==> src/rtl/modulo_seletor_pkg.sv <==
// Shared definitions for the region selector: FSM encoding and the
// elaboration-time helpers used to size and compute the channel index.
package modulo_seletor_pkg;

  typedef enum logic [1:0] {
    IDLE = 2'b00,
    CALC = 2'b01,
    HOLD = 2'b10
  } state_t;

  function automatic int clog2(input int n);
    int r;
    r = 0;
    for (int i = 0; i < 32; i++) begin
      if ((1 << r) < n) r++;
    end
    return r;
  endfunction

  // Regions are numbered row-major: region row first, then region column.
  function automatic int unsigned region_idx(input int unsigned col,
                                             input int unsigned line,
                                             input int unsigned cols,
                                             input int unsigned reg_w,
                                             input int unsigned reg_h);
    return (line / reg_h) * (cols / reg_w) + (col / reg_w);
  endfunction

endpackage

==> src/rtl/modulo_seletor_regioes_decodificador.sv <==
// Index-to-one-hot decoder; output is all zeros while the enable is low.
module decodificador_onehot #(
  parameter int N     = 8,
  parameter int SEL_W = 3
) (
  input  logic [SEL_W-1:0] sel,
  input  logic             en,
  output logic [N-1:0]     onehot
);

  always_comb begin
    for (int i = 0; i < N; i++) begin
      onehot[i] = en && (sel == SEL_W'(i));
    end
  end

endmodule

==> src/rtl/modulo_seletor_regioes.sv <==
// Registered (column, line) to demux-channel selector with a programmable
// hold window on the one-hot enable.
module modulo_seletor_regioes
  import modulo_seletor_pkg::*;
#(
  parameter  int COLS        = 8,
  parameter  int ROWS        = 8,
  parameter  int REG_W       = 4,
  parameter  int REG_H       = 2,
  parameter  int HOLD_CYCLES = 4,
  localparam int CW          = (clog2(COLS) < 1) ? 1 : clog2(COLS),
  localparam int RW          = (clog2(ROWS) < 1) ? 1 : clog2(ROWS),
  localparam int NCH         = (COLS / REG_W) * (ROWS / REG_H),
  localparam int SEL_W       = (clog2(NCH) < 1) ? 1 : clog2(NCH)
) (
  input  logic             clk,
  input  logic             reset,
  input  logic             in_valid,
  output logic             in_ready,
  input  logic [CW-1:0]    mdc,
  input  logic [RW-1:0]    mdl,
  input  logic             clear,
  output logic [SEL_W-1:0] dmx_sel,
  output logic [NCH-1:0]   dmx_en,
  output logic             out_valid,
  output logic             err,
  output logic             busy
);

  localparam int            HW        = (clog2(HOLD_CYCLES) < 1) ? 1 : clog2(HOLD_CYCLES);
  localparam logic [HW-1:0] HOLD_LOAD = HW'(HOLD_CYCLES - 1);
  localparam logic [CW:0]   COLS_V    = (CW + 1)'(COLS);
  localparam logic [RW:0]   ROWS_V    = (RW + 1)'(ROWS);

  state_t           state, state_nx;
  logic [CW-1:0]    col_q, col_nx;
  logic [RW-1:0]    line_q, line_nx;
  logic [HW-1:0]    cnt_q, cnt_nx;
  logic [SEL_W-1:0] sel_q, sel_nx;
  logic             ov_nx, err_nx;
  logic             accept, in_range;
  logic [SEL_W-1:0] ch;

  assign in_ready = (state == IDLE) && !reset;
  assign accept   = in_valid && in_ready && !clear;
  assign busy     = (state != IDLE);
  assign dmx_sel  = sel_q;

  assign in_range = ({1'b0, col_q} < COLS_V) && ({1'b0, line_q} < ROWS_V);
  assign ch       = SEL_W'(region_idx(32'(col_q), 32'(line_q), COLS, REG_W, REG_H));

  always_comb begin
    // NOTE: every output of this block gets a default first, so no path can infer a latch.
    state_nx = state;
    col_nx   = col_q;
    line_nx  = line_q;
    cnt_nx   = cnt_q;
    sel_nx   = sel_q;
    ov_nx    = 1'b0;
    err_nx   = 1'b0;
    unique case (state)
      IDLE: begin
        if (accept) begin
          col_nx   = mdc;
          line_nx  = mdl;
          state_nx = CALC;
        end
      end
      CALC: begin
        if (clear) begin
          state_nx = IDLE;
        end else if (in_range) begin
          sel_nx   = ch;
          cnt_nx   = HOLD_LOAD;
          ov_nx    = 1'b1;
          state_nx = HOLD;
        end else begin
          err_nx   = 1'b1;
          state_nx = IDLE;
        end
      end
      HOLD: begin
        if (clear || (cnt_q == '0)) begin
          cnt_nx   = '0;
          state_nx = IDLE;
        end else begin
          cnt_nx = cnt_q - 1'b1;
        end
      end
      default: state_nx = IDLE;
    endcase
  end

  // NOTE: sequential state uses non-blocking assignments so all registers update together.
  always_ff @(posedge clk) begin
    if (reset) begin
      state     <= IDLE;
      col_q     <= '0;
      line_q    <= '0;
      cnt_q     <= '0;
      sel_q     <= '0;
      out_valid <= 1'b0;
      err       <= 1'b0;
    end else begin
      state     <= state_nx;
      col_q     <= col_nx;
      line_q    <= line_nx;
      cnt_q     <= cnt_nx;
      sel_q     <= sel_nx;
      out_valid <= ov_nx;
      err       <= err_nx;
    end
  end

  // Enable follows the HOLD state directly, so clear or reset drops it on the next edge.
  logic hold_on;
  assign hold_on = (state == HOLD);

  decodificador_onehot #(
    .N    (NCH),
    .SEL_W(SEL_W)
  ) u_dec (
    .sel   (sel_q),
    .en    (hold_on),
    .onehot(dmx_en)
  );

endmodule

==> config.mk <==
export PLATFORM = sky130hd
export DESIGN_NAME = modulo_seletor_regioes
export DESIGN_NICKNAME = d
export VERILOG_FILES = /design/src/rtl/modulo_seletor_pkg.sv /design/src/rtl/modulo_seletor_regioes_decodificador.sv /design/src/rtl/modulo_seletor_regioes.sv
export SDC_FILE = /design/constraint.sdc
export NUM_CORES = 1
export LEC_CHECK = 0
export CORE_UTILIZATION = 41
export CTS_CLUSTER_DIAMETER = 120
export DETAILED_ROUTE_END_ITERATION = 7
export GPL_ROUTABILITY_DRIVEN = 0
export MAX_ROUTING_LAYER = met4
export PLACE_DENSITY = 0.8
export SLEW_MARGIN = 0
export SYNTH_ARGS = -nofsm -noshare
export SYNTH_HDL_FRONTEND = slang
export SYNTH_SLANG_ARGS = --single-unit
==> constraint.sdc <==
create_clock -name clk -period 2.1 [get_ports clk]
set_input_delay 0.315 -clock clk [delete_from_list [all_inputs] [get_ports clk]]
set_output_delay 0.315 -clock clk [all_outputs]
set_load 0.05 [all_outputs]
==> Word-level counts from Yosys, hierarchy flattened <==
Index checks and enable logic that the tools add are counted.
{ "totals": {"elab_cells": 54, "output_inout_bits": 15, "regBits": 14, "input_bits": 10} }
{ "classes": {"bitwise_logic": 2, "reduce_logical": 24, "addsub": 2, "n_eq_ne": 12, "mux": 8} }
{ "ops": {"columns": ["operator", "n"], "rows": [
  ["3-bit equality test, second input constant", 4],
  ["1-bit logical AND", 11],
  ["2-bit 2-to-1 mux", 5],
  ["2-bit AND reduction", 4],
  ["3-bit by 2-bit equality test with 1-bit output, second input constant", 2],
  ["2-bit != test, second input constant", 3],
  ["2-bit case mux with 3 select lines", 1],
  ["2-bit logical NOT", 2],
  ["2-bit case mux with 2 select lines", 1],
  ["2-bit nonzero test", 2],
  ["3-bit by 1-bit adder with 3-bit output", 1],
  ["3-bit by 1-bit equality test with 1-bit output, second input constant", 1],
  ["3-bit logical NOT", 1],
  ["2-bit by 1-bit equality test with 1-bit output, second input constant", 1],
  ["2-bit equality test, second input constant", 1],
  ["1-bit logical NOT", 2],
  ["1-bit NOT", 2],
  ["2-bit OR reduction", 1],
  ["2-bit by 1-bit subtractor with 2-bit output, second input constant", 1],
  ["1-bit logical OR", 1],
  ["1-bit 2-to-1 mux", 1]
]} }

==> Logic depth before layout (Yosys ltp) <==
{ "logic_depth": {"depth_word": 6, "mapped_depth": 5, "ltp_nobuf": 5} }

==> By module <==
A second synthesis with hierarchy kept.
{ "hier_totals": {"hier_cells": 57, "area_unflattened_um2": 559.3} }
{ "modules_own_cells": {"columns": ["module", "area_each_um2", "cells_per_inst", "seq_area_each_um2", "n_inst"], "rows": [
  ["modulo_seletor_regioes", 464.2, 49, 220.2, 1],
  ["decodificador_onehot", 95.1, 8, 0.0, 1]
]} }

==> Worst setup path after synthesis <==
OpenSTA, ideal clock, no wires.
{ "synth_path": {"kind": "flip-flop to output port", "start": "register sel_q[2], in the netlist dmx_sel[2]", "end": "output port dmx_en[4]", "arrival_time_ns": 1.938, "setup_slack_ns": -0.153, "required_time_ns": 1.785, "path_stages_with_launch": 3, "path_buffers": 0, "path_cell_list": "dfxtp_1 > nand3b_1 > nor3_1"} }
{ "synth_between": {"elab_chain_cells": 2} }
{ "synth_lines": {"columns": ["item", "line_no", "source"], "rows": [
  ["start: declaration", "modulo_seletor_regioes.sv:39", "logic [SEL_W-1:0] sel_q, sel_nx;"],
  ["start signal: assignment", "modulo_seletor_regioes.sv:109", "sel_q <= sel_nx;"],
  ["3-bit equality test", "modulo_seletor_regioes_decodificador.sv:13", "onehot[i] = en && (sel == SEL_W'(i));"],
  ["1-bit logical AND", "modulo_seletor_regioes_decodificador.sv:13", null],
  ["end: declaration", "modulo_seletor_regioes.sv:24", "output logic [NCH-1:0] dmx_en,"]
]} }
No other way between the ends.

==> Final worst setup path <==
{ "layout_path": {"start": "register state[1]", "end": "output port busy"} }
{ "layout_between": {"elab_chain_cells": 1} }
{ "layout_lines": {"columns": ["item", "line_no", "source"], "rows": [
  ["start: declaration", "modulo_seletor_regioes.sv:35", "state_t state, state_nx;"],
  ["start signal: assignment", "modulo_seletor_regioes.sv:105", "state <= state_nx;"],
  ["2-bit nonzero test", "modulo_seletor_regioes.sv:46", "assign busy = (state != IDLE);"],
  ["end: declaration", "modulo_seletor_regioes.sv:27", "output logic busy"]
]} }
No other way between the ends.

==> results.cfg <==
[critical_path]
crit_path_cell_trace = or2_2 -> clkdlybuf4s50_1
reg2reg_depth = 4
r2r_setup_slack_ps = 720
r2r_end = cnt_q[1]$_SDFFE_PP0P_
crit_end = busy
worst_path_max_delay_cell = clkdlybuf4s50_1
startpoint = state[1]$_SDFFE_PP0P_
crit_path_max_fanout = 8
cp-end-kind = primary output
crit_cells = 2
crit_type = flop to primary output
crit_family = buffers and inverters
critPathLaunchType = flop
slowest_delay_ps = 790
cp_data_arrival_time_ps = 1700
reg2reg_from = cnt_q[0]$_SDFFE_PP0P_
cp.required_ps = 1780
path_buf_inv = 1

[finish]
multiInputGateArea_sq_um = 288
drive_gt1_frac = 0.235
fin_cells = 99
fillCellCount = 105
syn_to_final_growth_pct = 52.1
diodes = 0
nNetsFinal = 97
regArea_sq_um = 220

[synth]
syn_area_per_cell_sq_um = 8.50
yosysMostFrequentCell = nor2_1
syn-instance-count = 63
syn_area_sq_um = 536
syn_nets = 74
ys_seq_area_frac = 0.411
yosysTopAreaCellShare = 0.411
yosysTopAreaCell = dfxtp_1
ys_dominant_reg_cell = dfxtp_1
synth_edf_count = 0
ys_ff_latch = 11
synth-async-reset-ratio = 0
synth-warning-count = 0
synth_cell_types = 24
synth_area_leaders = dfxtp_1, nor2_1, mux2i_1
synthTopCellsByCount = nor2_1, dfxtp_1, inv_1

[floorplanning]
core_area_sq_mm = 0.00116
num_io_pins = 25
die_area_sq_mm = 0.00145
start_util = 0.463
std_cell_rows = 12
die_y_um = 38.1
die_x_um = 38.1

[clocking]
postCtsHoldBufs = 0
post_cts_resized = 0
clkTransAtPathRegs_ps = 70
cts_tree = done
cts.sinks = 11
cts_htree_levels = 1
cts_setup_buffers = 0
cts_made_buffers = 3
clock_latency_ps = 260
cts_max_path_buffers = 2
cts-root-buf = clkbuf_4

[global_routing]
grt_pass1_wl_um = 1700
grt_pass1_vias = 398
grt_max_degree = 11
grt.total_usage = 0.181
grt_antenna_before_repair = 0
overflow = 0

[routing]
ant_nets = 0
routed_via_density = 4.75
drc = 0
drtIter0Drc = 2
dr.pass1.iters = 2
drt-total-wl_um = 990
wire_per_inst_um = 10.0
vias = 470

[power]
swShare = 0.248
p_leak_nw = 0.317
power_frac_seq = 0.519
power_switching_uw = 105
p_comb_frac = 0.150
p_int_uw = 319
clock_power_share = 0.331
power.density_mw_per_mm2 = 521
ir_worst_vdd_v = 0.000385

[hold_path]
min_path_type = flop to flop

[placed_design]
dp_hpwl_um = 779
dpl.cell_count = 95
port_buffers = 20

[sta]
fin_skew_ps = 6.67
final-setup-viol-count = 0
final-max-slew-violation-count = 0
fin_crit_sh = 0.959
max_freq_ghz = 0.496
tns_ps = 0
rsz0062_at_grt = false
layout_min_cycle_time_ps = 2010
hold_viol_final = 0

[flow_run]
maxCapViolCount = 0

[status]
status = complete, no violations
final cells by class:
class | instances | area share
repair buffers | 21 | 0.304
flip-flops and latches | 11 | 0.270
multi-input cells | 45 | 0.353
clock buffers | 4 | 0.0323
inverters | 4 | 0.0184
well taps | 14 | 0.0215
logic make-up after synthesis:
family,share of synthesized area
flops,0.411
mux,0.119
compound gates,0.0514
other cells,0.00700
buf+inv,0.0701
fa+ha+maj,0.0234
simple gates,0.318
worst reg2reg max path, stage by stage (launching register included):
cell and delay [ps]:
dfxtp_1 350, inv_1 50, ha_1 280, or4_1 480, a31oi_1 160
cells in the final DEF (no fill, tap or decap):
cell / Yosys / layout
a21oi_1: 1 / 1
a31oi_1: 2 / 2
buf_12: 0 / 5
buf_4: 1 / 5
clkbuf_1: 1 / 1
clkbuf_4: 0 / 3
clkdlybuf4s50_1: 0 / 11
conb_1: 1 / 1
dfxtp_1: 11 / 11
ha_1: 1 / 1
inv_1: 4 / 4
mux2_1: 1 / 1
mux2_2: 2 / 2
mux2i_1: 3 / 3
nand2_1: 3 / 3
nand2b_1: 3 / 3
nand3b_1: 1 / 1
nor2_1: 12 / 12
nor2b_1: 3 / 3
nor3_1: 3 / 1
nor3_2: 0 / 2
nor3b_1: 1 / 1
nor3b_2: 1 / 1
nor4_1: 1 / 1
o21ai_0: 2 / 2
or2_2: 2 / 2
or4_1: 2 / 2
power by group through the flow:
stage               sequential, mW  clock, mW  combinational, mW
finish                       0.220      0.141             0.0636
global route                 0.221      0.153             0.0686
CTS                          0.220      0.147             0.0640
detailed placement           0.225          0             0.0639
global placement             0.225          0             0.0627
floorplan                    0.225          0             0.0375
per-layer routing:
| layer | wire length [um] | GRT usage |
|---|---|---|
| met1 | 493 | 0.232 |
| met2 | 435 | 0.250 |
| met3 | 47 | 0.0523 |
| met4 | 14 | 0.107 |
| met5 | 0 | - |
worst min-delay path by stage:
stage,start,end,slack [ps],depth (start not counted)
final,line_q[2]$_SDFFE_PP0P_,dmx_sel[2]$_SDFFE_PP0P_,490,2
after global routing,cnt_q[1]$_SDFFE_PP0P_,cnt_q[1]$_SDFFE_PP0P_,520,2
after CTS,line_q[2]$_SDFFE_PP0P_,dmx_sel[2]$_SDFFE_PP0P_,490,2
after detailed placement,line_q[2]$_SDFFE_PP0P_,dmx_sel[2]$_SDFFE_PP0P_,480,2
after global placement,col_q[2]$_SDFFE_PP0P_,dmx_sel[0]$_SDFFE_PP0P_,470,2
after floorplan,clear,state[1]$_SDFFE_PP0P_,390,1
registers in the layout, summed over array words and instances (netlist names):
signal,count
line_q,2
dmx_sel,3
col_q,1
state,2
cnt_q,2
out_valid,1
through the flow:
step,instance area (sq um),total power [mW],setup slack [ps],hold WS [ps],util
detailed placement,788,0.289,338,478,0.682
global placement,788,0.287,386,470,0.682
floorplan,546,0.263,210,394,-
CTS,815,0.431,89.1,495,0.705
finish,815,0.424,85.4,488,0.705
global route,815,0.443,17.0,517,0.705
No activity file was read; power rests on OpenSTA's default activity.
